--- src/rtl/uart_tx_controller.sv ---
`timescale 1ns/1ps
// UART transmitter: frames one byte as start + 8 data (LSB first) + parity + stop,
// advancing one bit every OVERSAMPLE sample_ENABLE ticks.
module uart_tx_controller #(
   parameter int OVERSAMPLE  = 16,
   parameter bit PARITY_EVEN = 1'b1
) (
   input  logic       clk,
   input  logic       reset,
   input  logic       sample_ENABLE,
   input  logic       Tx_EN,
   input  logic       Tx_WR,
   input  logic [7:0] Tx_DATA,
   output logic       TxD,
   output logic       Tx_BUSY,
   output logic       Tx_DONE
);

   localparam int TICK_W = (OVERSAMPLE > 1) ? $clog2(OVERSAMPLE) : 1;
   localparam logic [TICK_W-1:0] TICK_LAST = TICK_W'(OVERSAMPLE - 1);

   localparam logic [2:0] IDLE   = 3'd0;
   localparam logic [2:0] START  = 3'd1;
   localparam logic [2:0] DATA   = 3'd2;
   localparam logic [2:0] PARITY = 3'd3;
   localparam logic [2:0] STOP   = 3'd4;

   logic [2:0]        state;
   logic [TICK_W-1:0] tick_cnt;
   logic [2:0]        bit_idx;
   logic [7:0]        data_latch;
   logic              parity_bit;
   logic              bit_end;

   // The OVERSAMPLE-th tick of a bit both wraps the tick counter and closes the bit.
   assign bit_end = sample_ENABLE && (tick_cnt == TICK_LAST);

   always_ff @(posedge clk) begin
      if (reset) begin
         state      <= IDLE;
         tick_cnt   <= '0;
         bit_idx    <= '0;
         data_latch <= '0;
         parity_bit <= 1'b0;
         TxD        <= 1'b1;
         Tx_BUSY    <= 1'b0;
         Tx_DONE    <= 1'b0;
      end else begin
         Tx_DONE <= 1'b0;
         if (state == IDLE) begin
            tick_cnt <= '0;
            bit_idx  <= '0;
            if (Tx_EN && Tx_WR) begin
               data_latch <= Tx_DATA;
               parity_bit <= PARITY_EVEN ? (^Tx_DATA) : (~^Tx_DATA);
               state      <= START;
               TxD        <= 1'b0;
               Tx_BUSY    <= 1'b1;
            end
         end else begin
            if (sample_ENABLE) begin
               tick_cnt <= bit_end ? '0 : tick_cnt + 1'b1;
            end
            // Outputs are registered, so each transition loads the level of the next bit.
            if (bit_end) begin
               case (state)
                  START: begin
                     state   <= DATA;
                     bit_idx <= 3'd0;
                     TxD     <= data_latch[0];
                  end
                  DATA: begin
                     if (bit_idx == 3'd7) begin
                        state <= PARITY;
                        TxD   <= parity_bit;
                     end else begin
                        bit_idx <= bit_idx + 3'd1;
                        TxD     <= data_latch[bit_idx + 3'd1];
                     end
                  end
                  PARITY: begin
                     state <= STOP;
                     TxD   <= 1'b1;
                  end
                  STOP: begin
                     state   <= IDLE;
                     TxD     <= 1'b1;
                     Tx_BUSY <= 1'b0;
                     Tx_DONE <= 1'b1;
                  end
                  default: begin
                     state   <= IDLE;
                     TxD     <= 1'b1;
                     Tx_BUSY <= 1'b0;
                  end
               endcase
            end
         end
      end
   end

endmodule

--- config.mk ---
export PLATFORM = sky130hd
export DESIGN_NAME = uart_tx_controller
export DESIGN_NICKNAME = d
export VERILOG_FILES = /design/src/rtl/uart_tx_controller.sv
export SDC_FILE = /design/constraint.sdc
export NUM_CORES = 1
export LEC_CHECK = 0
export BUFFER_PORTS_ARGS = -buffer_cell sky130_fd_sc_hd__buf_2
export CORE_ASPECT_RATIO = 0.9
export CORE_MARGIN = 4
export CORE_UTILIZATION = 40
export DETAILED_ROUTE_END_ITERATION = 6
export PLACE_DENSITY_LB_ADDON = 0.05
export SLEW_MARGIN = 20
export SYNTH_ARGS = -nofsm -noshare
export SYNTH_HDL_FRONTEND = slang
export SYNTH_SLANG_ARGS = --single-unit
export TNS_END_PERCENT = 30
--- constraint.sdc ---
create_clock -name clk -period 2.88 [get_ports clk]
set_input_delay 0.288 -clock clk [delete_from_list [all_inputs] [get_ports clk]]
set_output_delay 0.288 -clock clk [all_outputs]
set_load 0.1 [all_outputs]
==> key figures <==
Global route
  – Number of global-route vias before repair: about 780
  – Initial antenna violation count: 0
  – First-pass GRT wire length: 3.318 mm
  – Gr ovfl total: 0
  – Total GRT Usage: between 10% and 20%
  – Largest net degree at the start of global routing: 17

Setup path
  – Critical path startpoint: bit_idx[0]
  – Max incr delay on CP: between 0.5 and 0.6 ns
  – Crit end category: flop
  – Crit-path cells: ha_1 > mux4_1 > mux2i_1 > nor2_1 > or3_1
  – CP arrival: a little over 2 ns
  – R2R Setup Slk: 1.05 ns
  – Worst EP required: around 3 ns
  – R2R depth: 5
  – R2r endpoint: TxD
  – Crit Path Category: reg -> reg
  – Reg2reg start: bit_idx[0]
  – Setup crit start kind: flop
  – Max stage delay cell, worst path: mux4_1
  – Crit path capture: TxD
  – Max Fanout on Critical Path: 4

Synth
  – Syn nets: 127
  – Main flop type after synthesis: dfxtp_1
  – Yosys cell types: 33
  – Cell taking the most area after synthesis: dfxtp_1
  – Largest family of logic cells by synthesized area: simple AND/OR/NAND/NOR gates
  – Post-synth EDFFs: 0
  – Synth top area share: roughly two fifths
  – Register area share after synthesis: 40.88%
  – Synth Cell Area: approximately 1100 sq um
  – XOR/XNOR share of the synthesized area: 7.317%
  – Synth Instances: roughly 110
  – Multiplexer area fraction after synthesis: 16.03%
  – Post-synthesis average cell area: about 9.7 sq um
  – Post-Synth Adder-Cell Area: under 10%
  – FF+latch count, synth: 22
  – Async SR Flop Fraction: 0%
  – Post-synthesis simple-gate area fraction: 18.47%
  – Top post-synthesis cells by area: dfxtp_1 (41%), mux2i_1 (11%), nor2_1 (7.0%)
  – Ys Warns: 0
  – Compound-Gate Fraction of Synth Area: a little over 8%

Floorplanning
  – Top Ports: 16
  – Die area: approximately 3600 sq um
  – Die W: about 63 um
  – Die span in y: roughly 57 um
  – Core Area: 2510 sq um
  – Site Rows: 17
  – Initial core utilization: a little over two fifths

Clock tree
  – Sink Count: 22
  – Clock tree buffer depth: 2
  – Clk_lat worst skew: ~0.3 ns
  – CTS resizes: 0
  – H-Tree Depth: 1
  – Clock Tree Root: clkbuf_4
  – CTS tree: yes
  – Reg clk slew, reported paths: about 0.12 ns
  – Setup Buffers After CTS: 0
  – CTS Hold Buffers Added: 0
  – CTS buffer count: 3

Timing
  – Setup violators final: 0
  – Worst-case clock skew: 0.01062 ns
  – Setup TNS: 0 ns
  – Unrepaired setup endpoints after global routing: false
  – Post-layout minimum cycle time: 1.827 ns
  – PnR worst setup slack: between 1 and 1.5 ns
  – Endpoints failing hold: 0
  – Worst rel slew slack: 59.66%
  – Slew at the pin with the worst max-slew slack: 0.6051 ns
  – Max Clock Freq: about 550 MHz
  – Fin. max-slew vios: 0
  – Final Cycle Share: 63.44%

Power
  – Net Sw Power: 0.1386 mW
  – Pwr Total: between 0.5 and 0.6 mW
  – Clk pwr share: approximately a quarter
  – P_int: ~0.4 mW
  – Sequential share of power: between 60% and 70%
  – Power per cell area: about 460 nW/um^2
  – Worst VDD drop: between 0.2 and 0.25 mV
  – Net Sw Frac: between 20 and 30%
  – Leak: between 0.4 and 0.5 nW
  – Power share of the combinational group: between 10% and 20%

Routing
  – Vias per cell: roughly 5.4
  – # DRC: 0
  – DR pass1 iterations: 4
  – DR iter-0 viols: 37
  – Antenna viol nets, final: 0
  – Drt wl/cell: 12.56 um
  – Final Routed Wirelength: between 1.5 and 2 mm
  – Vias: 804

Placement
  – Placed cell areas: around 1100 sq um
  – Port Buffers: 15
  – RePlAce Congestion: approximately 0.8
  – Post-DP HPWL: approximately 1.5 mm
  – Setup Slack @ Placement: around 1.0 ns
  – DP Cell Count: around 150

Finish
  – Inserted Diodes: 0
  – Post-route cell area: 1154 sq um
  – Layout cells sized above 1: 16.53%
  – Final instance count without filler cells: ~150
  – Register Area: around 440 sq um
  – Filler cells: ~260
  – Commonest non-fill, non-tap cell in the layout: dfxtp_1
  – Area grow syn2layout: 7.085%
  – Multi-input combinational cell area: roughly 580 sq um
  – NumNets Final: about 140
  – Most frequent cells in the layout: dfxtp_1 (22), nor2_1 (20), buf_2 (15)

Job
  – Max-Cap Viols: 0

Min path
  – Worst Hold Class: in -> reg

Run status
  – Status: finished clean
power groups by stage:
stage | clock network (mW) | registers, mW | logic [mW]
floorplan | 0 | 0.340 | 0.0529
global placement | 0 | 0.330 | 0.0785
detailed placement | 0 | 0.330 | 0.0797
CTS | 0.143 | 0.323 | 0.0798
global route | 0.152 | 0.324 | 0.0855
finish | 0.134 | 0.323 | 0.0785
logic make-up after synthesis:
logic type / after synthesis
AOI/OAI and AO/OA: 15
xor gates and xnor gates: 9
adders and majority gates: 3
buffers and inverters: 9
DFF: 22
muxes: 14
and+or+nand+nor: 39
area by class of cell:
type,count,share of cell area (%)
multi-input combinational,80,50.00
sequential,22,38.18
tap,28,3.037
clock buffer,3,1.952
timing repair buffer,15,6.508
inverter,1,0.3254
registers in the layout, summed over array words and instances, names as in the netlist:
| register | flops |
|---|---|
| TxD | 1 |
| data_latch | 8 |
| Tx_DONE | 1 |
| Tx_BUSY | 1 |
| state | 3 |
| tick_cnt | 4 |
| bit_idx | 3 |
| parity_bit | 1 |
worst max-delay path: cells and delay by family, from the launching register on:
family | cells | cell delay, ns
multiplexers | 2 | 0.69
AND/OR/NAND/NOR | 2 | 0.34
adder cells (fa/ha/maj) | 1 | 0.34
flip-flops | 1 | 0.36
synth_stat cells (all sizes together) (2+ instances only):
cell type and count:
and3 2, mux4 2, nand4 3, xor2 2, a21oi 7, nand2 3
nor3 3, o21ai 3, clkbuf 3, ha 3, dfxtp 22, mux2i 12
a22oi 2, xnor2 7, buf 5, nor2 20
how the worst min path moves through the flow:
stage,slack [ns],cells past startpoint,from,end
2_1_floorplan,0.36,1,reset,state[0]
3_3_place_gp,0.47,2,Tx_BUSY,Tx_BUSY
3_5_place_dp,0.48,2,Tx_BUSY,Tx_BUSY
4_1_cts,0.25,3,Tx_DATA[4],data_latch[4]
5_1_grt,0.25,3,Tx_DATA[2],data_latch[2]
6_report,0.25,3,Tx_DATA[7],data_latch[7]
stage by stage:
stage	hold WS [ns]	util [%]
final	0.2542	45.96
after global routing	0.2475	45.96
after CTS	0.2482	45.96
after floorplan	0.3571	-
after global placement	0.4736	45.06
after detailed placement	0.4836	45.06
metal layers:
| metal | up-vias | global-route usage (%) | share of wire (%) | routed length [um] |
|---|---|---|---|---|
| li1 | 412 | - | - | - |
| met1 | 374 | 13.61 | 48 | 903 |
| met2 | 16 | 19.76 | 46 | 862 |
| met3 | 2 | 4.528 | 5.0 | 93 |
| met4 | 0 | 1.887 | 0.64 | 12 |
| met5 | - | 0 | 0 | 0 |
Note: power is estimated with default switching activity, not from simulation.
